<file path="src/rtl/luks_sensor_emu.sv">
// SPI responder emulating the ambient-light sensor: serves one zero-padded,
// MSB-first light sample per slave-select, oversampling SS/SCLK on clk.
module luks_sensor_emu #(
   parameter int LEAD_ZEROS  = 3,
   parameter int DATA_W      = 8,
   parameter int TRAIL_ZEROS = 5,
   parameter int SYNC_STAGES = 2
) (
   input  logic              clk,
   input  logic              rst,
   input  logic [DATA_W-1:0] sample_i,
   input  logic              sample_load_i,
   input  logic              ss,
   input  logic              sclk,
   output logic              miso,
   output logic              miso_oe,
   output logic              busy_o,
   output logic              frame_done_o,
   output logic              frame_abort_o
);

   localparam int FRAME_LEN = LEAD_ZEROS + DATA_W + TRAIL_ZEROS;
   localparam int CNT_W     = $clog2(FRAME_LEN + 1);

   typedef enum logic [1:0] {IDLE, SHIFT, HOLD} state_t;

   state_t                 state;
   state_t                 state_next;
   logic [SYNC_STAGES-1:0] ss_sync;
   logic [SYNC_STAGES-1:0] sclk_sync;
   logic                   ss_hist;
   logic                   sclk_hist;
   logic [SYNC_STAGES:0]   warm;
   logic                   armed;
   logic [DATA_W-1:0]      shadow;
   logic [FRAME_LEN-1:0]   shift_reg;
   logic [FRAME_LEN-1:0]   framed;
   logic [CNT_W-1:0]       cnt;
   logic                   ss_s;
   logic                   sclk_s;
   logic                   ss_fall;
   logic                   ss_rise;
   logic                   sclk_fall;
   logic                   last_bit;

   always_ff @(posedge clk or posedge rst) begin
      if (rst) begin
         ss_sync   <= '1;
         sclk_sync <= '0;
         ss_hist   <= 1'b1;
         sclk_hist <= 1'b0;
         warm      <= '0;
         armed     <= 1'b0;
      end else begin
         ss_sync   <= {ss_sync[SYNC_STAGES-2:0], ss};
         sclk_sync <= {sclk_sync[SYNC_STAGES-2:0], sclk};
         ss_hist   <= ss_sync[SYNC_STAGES-1];
         sclk_hist <= sclk_sync[SYNC_STAGES-1];
         warm      <= {warm[SYNC_STAGES-1:0], 1'b1};
         // A frame already selected at reset release must not start: only arm
         // once real (post-reset) SS data has been seen high.
         armed     <= armed | (warm[SYNC_STAGES] & ss_sync[SYNC_STAGES-1]);
      end
   end

   assign ss_s      = ss_sync[SYNC_STAGES-1];
   assign sclk_s    = sclk_sync[SYNC_STAGES-1];
   assign ss_fall   = armed & ss_hist & ~ss_s;
   assign ss_rise   = ~ss_hist & ss_s;
   assign sclk_fall = sclk_hist & ~sclk_s;
   assign last_bit  = (cnt == CNT_W'(FRAME_LEN - 1));
   assign framed    = {{(FRAME_LEN-DATA_W){1'b0}}, shadow} << TRAIL_ZEROS;

   always_ff @(posedge clk or posedge rst) begin
      if (rst) begin
         state <= IDLE;
      end else begin
         state <= state_next;
      end
   end

   always_comb begin
      state_next = state;
      case (state)
         IDLE:  if (ss_fall) state_next = SHIFT;
         SHIFT: begin
            if (ss_rise) state_next = IDLE;
            else if (sclk_fall && last_bit) state_next = HOLD;
         end
         HOLD:  if (ss_rise) state_next = IDLE;
         default: state_next = IDLE;
      endcase
   end

   always_ff @(posedge clk or posedge rst) begin
      if (rst) begin
         shadow    <= '0;
         shift_reg <= '0;
         cnt       <= '0;
      end else begin
         if (sample_load_i) shadow <= sample_i;
         // Old shadow is framed even if a load lands on the same cycle.
         if (state == IDLE && ss_fall) begin
            shift_reg <= framed;
            cnt       <= '0;
         end else if (state == SHIFT && !ss_rise && sclk_fall) begin
            shift_reg <= shift_reg << 1;
            cnt       <= cnt + 1'b1;
         end
      end
   end

   always_comb begin
      miso          = (state == SHIFT) ? shift_reg[FRAME_LEN-1] : 1'b0;
      miso_oe       = (state != IDLE);
      busy_o        = (state != IDLE);
      frame_done_o  = (state == HOLD) && ss_rise;
      frame_abort_o = (state == SHIFT) && ss_rise;
   end

endmodule

</file>
<file path="config.mk">
export PLATFORM = sky130hd
export DESIGN_NAME = luks_sensor_emu
export DESIGN_NICKNAME = d
export VERILOG_FILES = /design/src/rtl/luks_sensor_emu.sv
export SDC_FILE = /design/constraint.sdc
export NUM_CORES = 1
export LEC_CHECK = 0
export BUFFER_PORTS_ARGS = -buffer_cell sky130_fd_sc_hd__buf_2
export CORE_MARGIN = 2
export CORE_UTILIZATION = 50
export DETAILED_ROUTE_END_ITERATION = 6
export PLACE_DENSITY_LB_ADDON = 0.25
export SLEW_MARGIN = 20
export SYNTH_ARGS = -nofsm -noshare
export SYNTH_HDL_FRONTEND = slang
export SYNTH_SLANG_ARGS = --single-unit
</file>
<file path="constraint.sdc">
create_clock -name clk -period 3.2 [get_ports clk]
set_input_delay 0.16 -clock clk [delete_from_list [all_inputs] [get_ports clk]]
set_output_delay 0.16 -clock clk [all_outputs]
set_load 0.005 [all_outputs]
</file>
; After elaboration in Yosys (flattened, before gate mapping)
; Cells that the tools add are included.
[classes]
n_addsub = 1
eq_ne = 6
mux = 10
n_bitwise = 9
reduce_logical = 11
[ops]
columns = operator, n
row1 = 2-to-1 mux 16 bit, 2
row2 = 2-to-1 mux 5 bit, 2
row3 = 2-to-1 mux 2 bit, 4
row4 = logical AND 1 bit, 6
row5 = case mux 2 bit (3 select lines), 1
row6 = adder 5 x 1 -> 5 bit (second input constant), 1
row7 = bitwise AND 1 bit, 5
row8 = equality test 5 x 4 -> 1 bit (second input constant), 1
row9 = != test 2 bit (second input constant), 2
row10 = nonzero test 2 bit, 2
row11 = != test 3 bit (second input constant), 1
row12 = NOT 1 bit, 3
row13 = AND reduction 3 bit, 1
row14 = equality test 2 x 1 -> 1 bit (second input constant), 1
row15 = equality test 2 bit (second input constant), 1
row16 = logical NOT 2 bit, 1
row17 = logical NOT 1 bit, 1
row18 = 2-to-1 mux 1 bit, 1
row19 = bitwise OR 1 bit, 1
[word_totals]
register_bits = 41
in_bits = 13
output_inout_bits = 5
word_cells = 47

; Depth between registers and ports, before layout
; Gate-level depths: netlist (run 1).
[depth]
ltp_word = 7
mapped_depth = 5
ltp_nobuf = 5

; Worst setup path after synthesis (run 1)
; Ideal clock, no wire load.
[synth_path]
path_type = register to register
from = reg ss_hist
to = reg shift_reg[5]
setup_ps = 140
arrival_time_ps = 1321
required_time_ps = 3060
slack_ps = 1738
stages_incl_launch_ff = 5
path_buffers = 1
synth_period_minus_slack_ps = 1462
path_cell_list = dfstp_2 or4b_4 buf_6 o21ai_2 a21oi_1
[synth_via]
elab_chain_cells = 6
[synth_lines]
columns = item, line
row1 = from (decl), 31  ; logic ss_hist;
row2 = from (signal assigned), 57  ; ss_hist <= ss_sync[SYNC_STAGES-1];
row3 = NOT 1 bit, 69  ; assign ss_rise = ~ss_hist & ss_s;
row4 = bitwise AND 1 bit, 69
row5 = logical NOT 1 bit, 106  ; end else if (state == SHIFT && !ss_rise && sclk_fall) begin
row6 = logical AND 1 bit (2 in series), 106
row7 = nonzero test 2 bit (no source line), n/a
row8 = to (signal assigned), 104  ; shift_reg <= framed;
row9 = to (signal assigned), 107  ; shift_reg <= shift_reg << 1;
row10 = to (decl), 36  ; logic [FRAME_LEN-1:0] shift_reg;
; Several ways; a longest one is shown, not always the timed one.
; A chain may end at the register's enable or synchronous reset.

; Worst setup path after layout (run 1)
[layout_path]
from = reg state[1]
to = reg cnt[4]
[layout_via]
elab_chain_cells = 4
[layout_lines]
columns = item, line
row1 = from (decl), 27  ; state_t state;
row2 = from (signal assigned), 78  ; state <= state_next;
row3 = equality test 2 x 1 -> 1 bit, 106
row4 = logical AND 1 bit (2 in series), 106
row5 = nonzero test 2 bit (no source line), n/a
row6 = to (signal assigned), 108  ; cnt <= cnt + 1'b1;
row7 = to (decl), 38  ; logic [CNT_W-1:0] cnt;
; Several ways; a longest one is shown, not always the timed one.

==> impl_metrics.toml, run 1 <==
[pwr]
p_leak_uw = 0.000790
total_power_uw = 1020
p_per_area_nw_per_um2 = 557
ir_drop_uv = 258

[timing]
hold_viol = 0
fmax_mhz = 567
worst_pin_slew_ps = 966
slew_viol_final = 0
maxSlewHeadroom = 0.355
rsz0062_at_grt = "false"
finalSetupViolations = 0
finalWorstSetupSlack_ps = 1440
finalClockSkew_ps = 8.80
finalSetupTns_ps = 0
min_period_over_period = 0.551
period_needed_ps = 1760

[cts]
tritoncts = "yes"
numCtsBuffers = 5
ctsRootBufferMaster = "clkbuf_4"
cts.sinks = 36
htree_levels = 2
clk_pin_slew_worst_paths_ps = 110
clk_latency_ps = 350
cts.repair.resized = 0
max-clock-path-buffers = 2

[floorplan]
row_count = 20
io_pins = 18
coreArea_um2 = 3100
die_y_um = 61.4
initial_core_util = 0.531
die_w_um = 61.4
dieArea_um2 = 3770

[place]
dp_hpwl_um = 2130
routabilityCongestion = 0.768
io_buffer_count = 17
dpl_worst_slack_ps = 1480

[min_path]
hold_path_class = "primary input to flip-flop"

[detailed_routing]
vias_per_cell = 5.89
wl_per_cell_um = 16.0
drc_errors = 0
dr.pass1.iters = 4
drt-initial-drc-count = 61
detail-route-antenna-nets = 0
vias = 1189
drt_wl_total_um = 3230

[global_route]
grt.overflow.total = 0
grtUsageTotal = 0.201
grt_pass1_wl_um = 5390
grt_start_max_net_pins = 23
grt_pass1_vias = 1127
antenna_found_initial = 0

[worst_setup_path]
worstPathArrival_ps = 2030
ff2ff_setup_slack_ps = 1440
start_kind = "flip-flop"
endpoint_kind = "flip-flop"
crit_type = "flip-flop to flip-flop"
worstPathMaxFanout = 14
worstPathRequired_ps = 3470

[logic_synthesis]
syn_nets = 154
yosysWarnings = 0
ys_types = 38
syn_inst = 139
syn_area_per_cell_um2 = 11.9
synthesis.area_um2 = 1650
synth_area_leaders = "dfrtp_1 50%, mux2_2 5.5%, dfstp_2 4.8%"
synth_seq_cells = 36
synth_edf_count = 0
synth_ff_type = "dfrtp_1"
async_reset_ff_frac = 1.00
ys_seq_area_frac = 0.549
synth_top_area_frac = 0.501
synth_largest_area_cell = "dfrtp_1"

[cells_and_area]
seq_area_um2 = 905
area_growth_pct = 11.2
final_cell_mix = "33 x dfrtp_1, 17 x buf_2, 12 x nand4_1"
multiInputGateArea_um2 = 667
antennaDiodeCount = 0
nFillCells = 286
layout_commonest_cell = "dfrtp_1"
largest_reg_flops = 11
final_util = 0.591
num-nets-final = 172
drive_above_1_share = 0.329

[run]
drv_cap = 0

[run_status]
status = "finished, final reports clean"
synth_stat cells, types with 2 or more instances:
library cell,count
nand4_1,12
a21oi_1,6
mux2i_1,3
ha_1,2
buf_6,2
nor2_1,2
nand2_1,4
clkbuf_1,3
mux2_2,8
nor3_2,6
nand2b_1,3
inv_1,4
nand3_1,4
o21ai_0,2
buf_2,4
dfrtp_1,33
dfstp_2,3
o21ai_2,4
a31oi_1,6
o31ai_1,10
worst max-delay path, stage by stage (launching register included):
cell	delay (ps)
dfrtp_1	460
nand2b_1	420
nor3_1	520
mux2i_1	280
per-layer routing:
metal,vias to the layer above,GRT usage,share of wire
li1,553,-,-
met1,577,0.272,0.44
met2,53,0.301,0.49
met3,6,0.0714,0.067
met4,0,0.0760,0.011
met5,-,0,0
cell type report:
cell class | instances | area share
flip-flops and latches | 36 | 0.494
multi-input cells | 89 | 0.364
repair buffers | 21 | 0.0669
clock buffers | 8 | 0.0375
well taps | 44 | 0.0300
inverters | 4 | 0.00819
logic make-up after synthesis:
family,after synthesis,share of synthesized area
simple gates,44,0.185
flops,36,0.549
compound gates,31,0.129
buf+inv,14,0.0463
mux,11,0.0729
fa+ha+maj,2,0.0152
other cells,1,0.00228
path summary, 6_finish.rpt:
path                                       from  depth (start not counted)                    end
max                        state[1]$_DFFE_PP0P_                          3     cnt[4]$_DFFE_PP0P_
min                                 sample_i[1]                          2  shadow[1]$_DFFE_PP0P_
max reg2reg                state[1]$_DFFE_PP0P_                          3     cnt[4]$_DFFE_PP0P_
min reg2reg                   warm[1]$_DFF_PP0_                          0      warm[2]$_DFF_PP0_
max in group asynchronous                   rst                          4   ss_sync[0]$_DFF_PP1_
min in group asynchronous                   rst                          3     cnt[3]$_DFFE_PP0P_
metrics by stage:
step	hold WS [ps]	instance area (um2)	instances
final	35.6	1830	202
after global placement	218	1730	191
after detailed placement	230	1730	191
after global routing	6.73	1830	202
after CTS	27.1	1830	202
after floorplan	164	1650	139
power by group:
group	switching [uW]	total (uW)	internal [uW]
sequential	46.8	571	524
combinational	95.0	173	78.0
clock	148	277	129
timing repair:
action | in CTS | in global routing
buffers inserted | 0 | 0
endpoints found under the setup margin | 0 | 0
hold buffers | 3 | 0
hold endpoints to repair | 15 | 0
Note: power is estimated with default switching activity, not from simulation.
==> run 2: changes to the inputs <==
==> constraint.sdc (replaced) <==
create_clock -name clk -period 1.7 [get_ports clk]
set_input_delay 0.085 -clock clk [delete_from_list [all_inputs] [get_ports clk]]
set_output_delay 0.085 -clock clk [all_outputs]
set_load 0.005 [all_outputs]
==> run 2 against run 1 <==
Compared with the run above: non-clock buffer count is 15 higher; utilization is 4.7 points higher; maximum frequency up 9.0%; global-route usage is 0.39 points lower; first-iteration DRC count decreased by 13%.
==> impl_metrics.toml, run 2 (synthesis gave the netlist of run 1 again) <==
[run_status]
status = "finished, final reports clean"

[worst_setup_path]
endpoint_kind = "flip-flop"
r2r_start = "ss_hist$_DFF_PP1_"
worstPathArrival_ps = 1840
worstPathMaxFanout = 12
crit_type = "flip-flop to flip-flop"
r2r_end = "shift_reg[7]$_DFFE_PP0P_"
start_kind = "flip-flop"
r2r_cells = 3
worstPathRequired_ps = 1930
ff2ff_setup_slack_ps = 80

[cts]
cts.sinks = 36
htree_levels = 2
tritoncts = "yes"
clk_pin_slew_worst_paths_ps = 120
clk_latency_ps = 350
numCtsBuffers = 5
post_cts_buffers = 0
max-clock-path-buffers = 2
ctsRootBufferMaster = "clkbuf_4"

[cells_and_area]
finalNonFillerCells = 217
drive_above_1_share = 0.353
final_cell_mix = "33 x dfrtp_1, 17 x buf_2, 12 x nand4_1"
fin_area_um2 = 1980
final_util = 0.638
num-nets-final = 187
antennaDiodeCount = 0
layout_commonest_cell = "dfrtp_1"
largest_reg_flops = 11
area_growth_pct = 20.1

[global_route]
grt_pass1_wl_um = 5350
grtUsageTotal = 0.197
grt_start_max_net_pins = 20
grt_pass1_vias = 1185
antenna_found_initial = 0
grt.overflow.total = 0

[pwr]
p_per_area_nw_per_um2 = 1030
ir_drop_uv = 532
p_leak_uw = 0.000861

[detailed_routing]
drc_errors = 0
vias_per_cell = 5.63
drt_wl_total_um = 3210
vias = 1222
wl_per_cell_um = 14.8
dr.pass1.iters = 4
drt-initial-drc-count = 53
detail-route-antenna-nets = 0

[floorplan]
initial_core_util = 0.531
coreArea_um2 = 3100
die_w_um = 61.4
dieArea_um2 = 3770
io_pins = 18
die_y_um = 61.4
row_count = 20

[place]
routabilityCongestion = 0.872
dp_cells = 198
dp_hpwl_um = 2240
io_buffer_count = 17
place_area_um2 = 1790

[timing]
min_period_over_period = 0.952
slew_viol_final = 0
fmax_mhz = 618
period_needed_ps = 1620
rsz0062_at_grt = "false"
finalClockSkew_ps = 11.6
finalSetupTns_ps = 0
fin_hold_ws_ps = 118
hold_viol = 0
finalSetupViolations = 0

[min_path]
hold_path_depth = 2
hold_end = "shadow[0]$_DFFE_PP0P_"
min-delay-start = "sample_load_i"
hold_path_class = "primary input to flip-flop"

[run]
drv_cap = 0
-- run 2: metrics by stage --
stage               worst slack [ps]  total power [uW]
finish                          82.4              2040
global route                    17.2              2140
CTS                             82.9              2040
global placement                 129              1400
floorplan                        238              1320
detailed placement              74.5              1420
-- run 2: layout make-up --
cell class / instances / area [um2]
fill: 265 / 1120
sequential: 36 / 905
multi-input combinational: 89 / 669
timing repair buffer: 36 / 255
tap: 44 / 55.1
clock inverter: 3 / 42.5
clock buffer: 5 / 37.5
inverter: 4 / 15.0
-- run 2: timing repair --
item,4_1_cts,5_1_grt
hold endpoints to repair,46,0
setup endpoints to repair,2,0
hold buffers,11,0
gates resized for setup,1,0
-- run 2: metal layers --
metal | up-vias | global-route usage | routed length, um
li1 | 585 | - | -
met1 | 596 | 0.269 | 1490
met2 | 35 | 0.296 | 1510
met3 | 6 | 0.0567 | 148
met4 | 0 | 0.0851 | 51
met5 | - | 0 | 0
-- run 2: worst max-delay path by stage --
stage                      startpoint  depth (start not counted)  slack [ps]                       end
floorplan           ss_hist$_DFF_PP1_                          4         240  shift_reg[5]$_DFFE_PP0P_
global placement    ss_hist$_DFF_PP1_                          3         130  shift_reg[7]$_DFFE_PP0P_
detailed placement  ss_hist$_DFF_PP1_                          3          70  shift_reg[7]$_DFFE_PP0P_
CTS                 ss_hist$_DFF_PP1_                          3          80  shift_reg[7]$_DFFE_PP0P_
global route        ss_hist$_DFF_PP1_                          3          20  shift_reg[7]$_DFFE_PP0P_
finish              ss_hist$_DFF_PP1_                          3          80  shift_reg[7]$_DFFE_PP0P_
-- run 2: critical path, stage by stage, from the launching register on --
cell	delay, ps
dfstp_2	560
or4b_4	590
nor2_4	190
o311ai_0	150
-- run 2: power breakdown --
part           leakage [uW]  switching [uW]  internal [uW]  total [uW]
sequential         0.000433            88.0            986        1070
combinational      0.000387             184            172         356
clock             0.0000412             300            306         606
==> run 3: changes to the inputs <==
--- a/config.mk
+++ b/config.mk
@@ -5,9 +5,11 @@
 export SDC_FILE = /design/constraint.sdc
 export NUM_CORES = 1
 export LEC_CHECK = 0
-export BUFFER_PORTS_ARGS = -buffer_cell sky130_fd_sc_hd__buf_2
+export BUFFER_PORTS_ARGS = -buffer_cell sky130_fd_sc_hd__clkbuf_2
+export CELL_PAD_IN_SITES_DETAIL_PLACEMENT = 1
+export CELL_PAD_IN_SITES_GLOBAL_PLACEMENT = 2
 export CORE_MARGIN = 2
-export CORE_UTILIZATION = 50
+export CORE_UTILIZATION = 38
 export DETAILED_ROUTE_END_ITERATION = 6
 export PLACE_DENSITY_LB_ADDON = 0.25
 export SLEW_MARGIN = 20
==> run 3 against run 2 <==
Compared with the run above: highest routed layer unchanged; wire length up 13%; first-iteration DRC count up 83%; non-clock buffer count is 8 lower; count of clock-buffer cells in the layout increased by 3; die area grew 29%; total power is 3.3% higher; critical endpoint unchanged; hold slack got worse by 87 ps.
==> impl_metrics.toml, run 3 (synthesis gave the netlist of run 1 again) <==
[run_status]
status = "finished, final reports clean"

[global_route]
grt_start_max_net_pins = 37
grt.overflow.total = 0
use_met1 = 0.209
grtUsageMet3 = 0.0462
grt_pass1_wl_um = 6370
grt_use_met2 = 0.270
grt_pass1_vias = 1278
grtUsageTotal = 0.165
busiest_layer = "met2"
antenna_found_initial = 0

[worst_setup_path]
worstPathArrival_ps = 1770
start_kind = "flip-flop"
critPathSlowestCell = "or4b_4"
critical-path-top-delay-family = "simple AND/OR/NAND/NOR gates"
path_buf_inv = 0
endpoint_kind = "flip-flop"
worstPathRequired_ps = 1860
crit_type = "flip-flop to flip-flop"
worstPathMaxFanout = 12
slowest_delay_ps = 590
crit_path_cell_trace = "or4b_4, nor2_4, o311ai_0"

[place]
dp_cells = 204
dp_hpwl_um = 2530
io_buffer_count = 17
routabilityCongestion = 0.763

[floorplan]
coreArea_um2 = 4090
die_w_um = 69.9
die_y_um = 69.9
row_count = 23
initial_core_util = 0.403
io_pins = 18
dieArea_um2 = 4880

[detailed_routing]
wl_per_cell_um = 16.8
dr.pass1.iters = 4
vias = 1215
detail-route-antenna-nets = 0
vias_per_cell = 5.65
drt_wl_total_um = 3620
drc_errors = 0
drt-initial-drc-count = 97

[cts]
tritoncts = "yes"
cts.sinks = 36
numCtsBuffers = 5
clk_latency_ps = 290
htree_levels = 2
clk_pin_slew_worst_paths_ps = 70
ctsRootBufferMaster = "clkbuf_8"
max-clock-path-buffers = 2

[cells_and_area]
finalNonFillerCells = 215
drive_above_1_share = 0.370
area_growth_pct = 17.3
multiInputGateArea_um2 = 676
antennaDiodeCount = 0
largest_reg_flops = 11
seq_area_um2 = 905
layout_commonest_cell = "dfrtp_1"
final_cell_mix = "33 x dfrtp_1, 17 x clkbuf_2, 12 x nand4_1"
num-nets-final = 179
nFillCells = 452

[run]
drv_cap = 0

[timing]
period_needed_ps = 1610
slew_viol_final = 0
min_period_over_period = 0.949
rsz0062_at_grt = "false"
fmax_mhz = 620
finalSetupTns_ps = 0
finalClockSkew_ps = 6.96
finalSetupViolations = 0
hold_viol = 0

[pwr]
total_power_uw = 2100
ir_drop_uv = 512
p_leak_uw = 0.000839
p_per_area_nw_per_um2 = 1090

[min_path]
hold_path_class = "primary input to flip-flop"
[run 3: changes by cell type in the layout (fill, tap and decap cells not counted), sizes merged]
cell and change:
buf -17, clkinv -1, dlygate4sd3 -8, bufinv -1, clkinvlp -1, clkbuf +20
[run 3: routing by layer]
layer  wire [um]  vias up  share of wire
li1            -      567              -
met1        1690      618           0.47
met2        1720       23           0.48
met3         149        7          0.041
met4          59        0          0.016
met5           0        -              0
[run 3: worst paths after layout]
kind,depth (start not counted),from,slack (ps),endpoint
worst min register to register,0,sclk_sync[0]$_DFF_PP0_,360,sclk_sync[1]$_DFF_PP0_
min in group asynchronous,4,rst,430,state[1]$_DFFE_PP0P_
worst min-delay path,2,sample_i[0],30,shadow[0]$_DFFE_PP0P_
worst max register to register,3,ss_hist$_DFF_PP1_,90,shift_reg[7]$_DFFE_PP0P_
worst max-delay path,3,ss_hist$_DFF_PP1_,90,shift_reg[7]$_DFFE_PP0P_
max in group asynchronous,4,rst,920,ss_sync[1]$_DFF_PP1_
[run 3: final cells by class]
cell class | count | area share
clock buffers | 8 | 0.0518
multi-input cells | 89 | 0.350
repair buffers | 28 | 0.0906
flip-flops and latches | 36 | 0.468
inverters | 4 | 0.00777
well taps | 50 | 0.0324
[run 3: power breakdown]
part / internal, uW / switching (uW) / total [uW]
registers: 987 / 90.1 / 1080
logic: 162 / 190 / 352
clock network: 370 / 303 / 673
total: 1520 / 583 / 2100
[run 3: what timing repair did]
item | CTS | global route
endpoints found under the setup margin | 0 | 3
resized for setup | 0 | 2
setup buffers | 0 | 0
hold buffers | 3 | 0
hold endpoints to repair | 35 | 0
[run 3: worst register-to-register path, stage by stage, from the launching register on]
cell and delay, ps:
dfstp_2 550, or4b_4 590, nor2_4 210, o311ai_0 140
[run 3: through the flow]
stage,utilization,hold WS (ps),setup slack [ps],instance area (um2)
2_1_floorplan,-,89.5,238,1650
3_3_place_gp,0.439,174,121,1790
3_5_place_dp,0.439,177,76.4,1790
4_1_cts,0.471,25.2,28.6,1920
5_1_grt,0.473,32.5,20.3,1930
6_report,0.473,30.7,86.7,1930
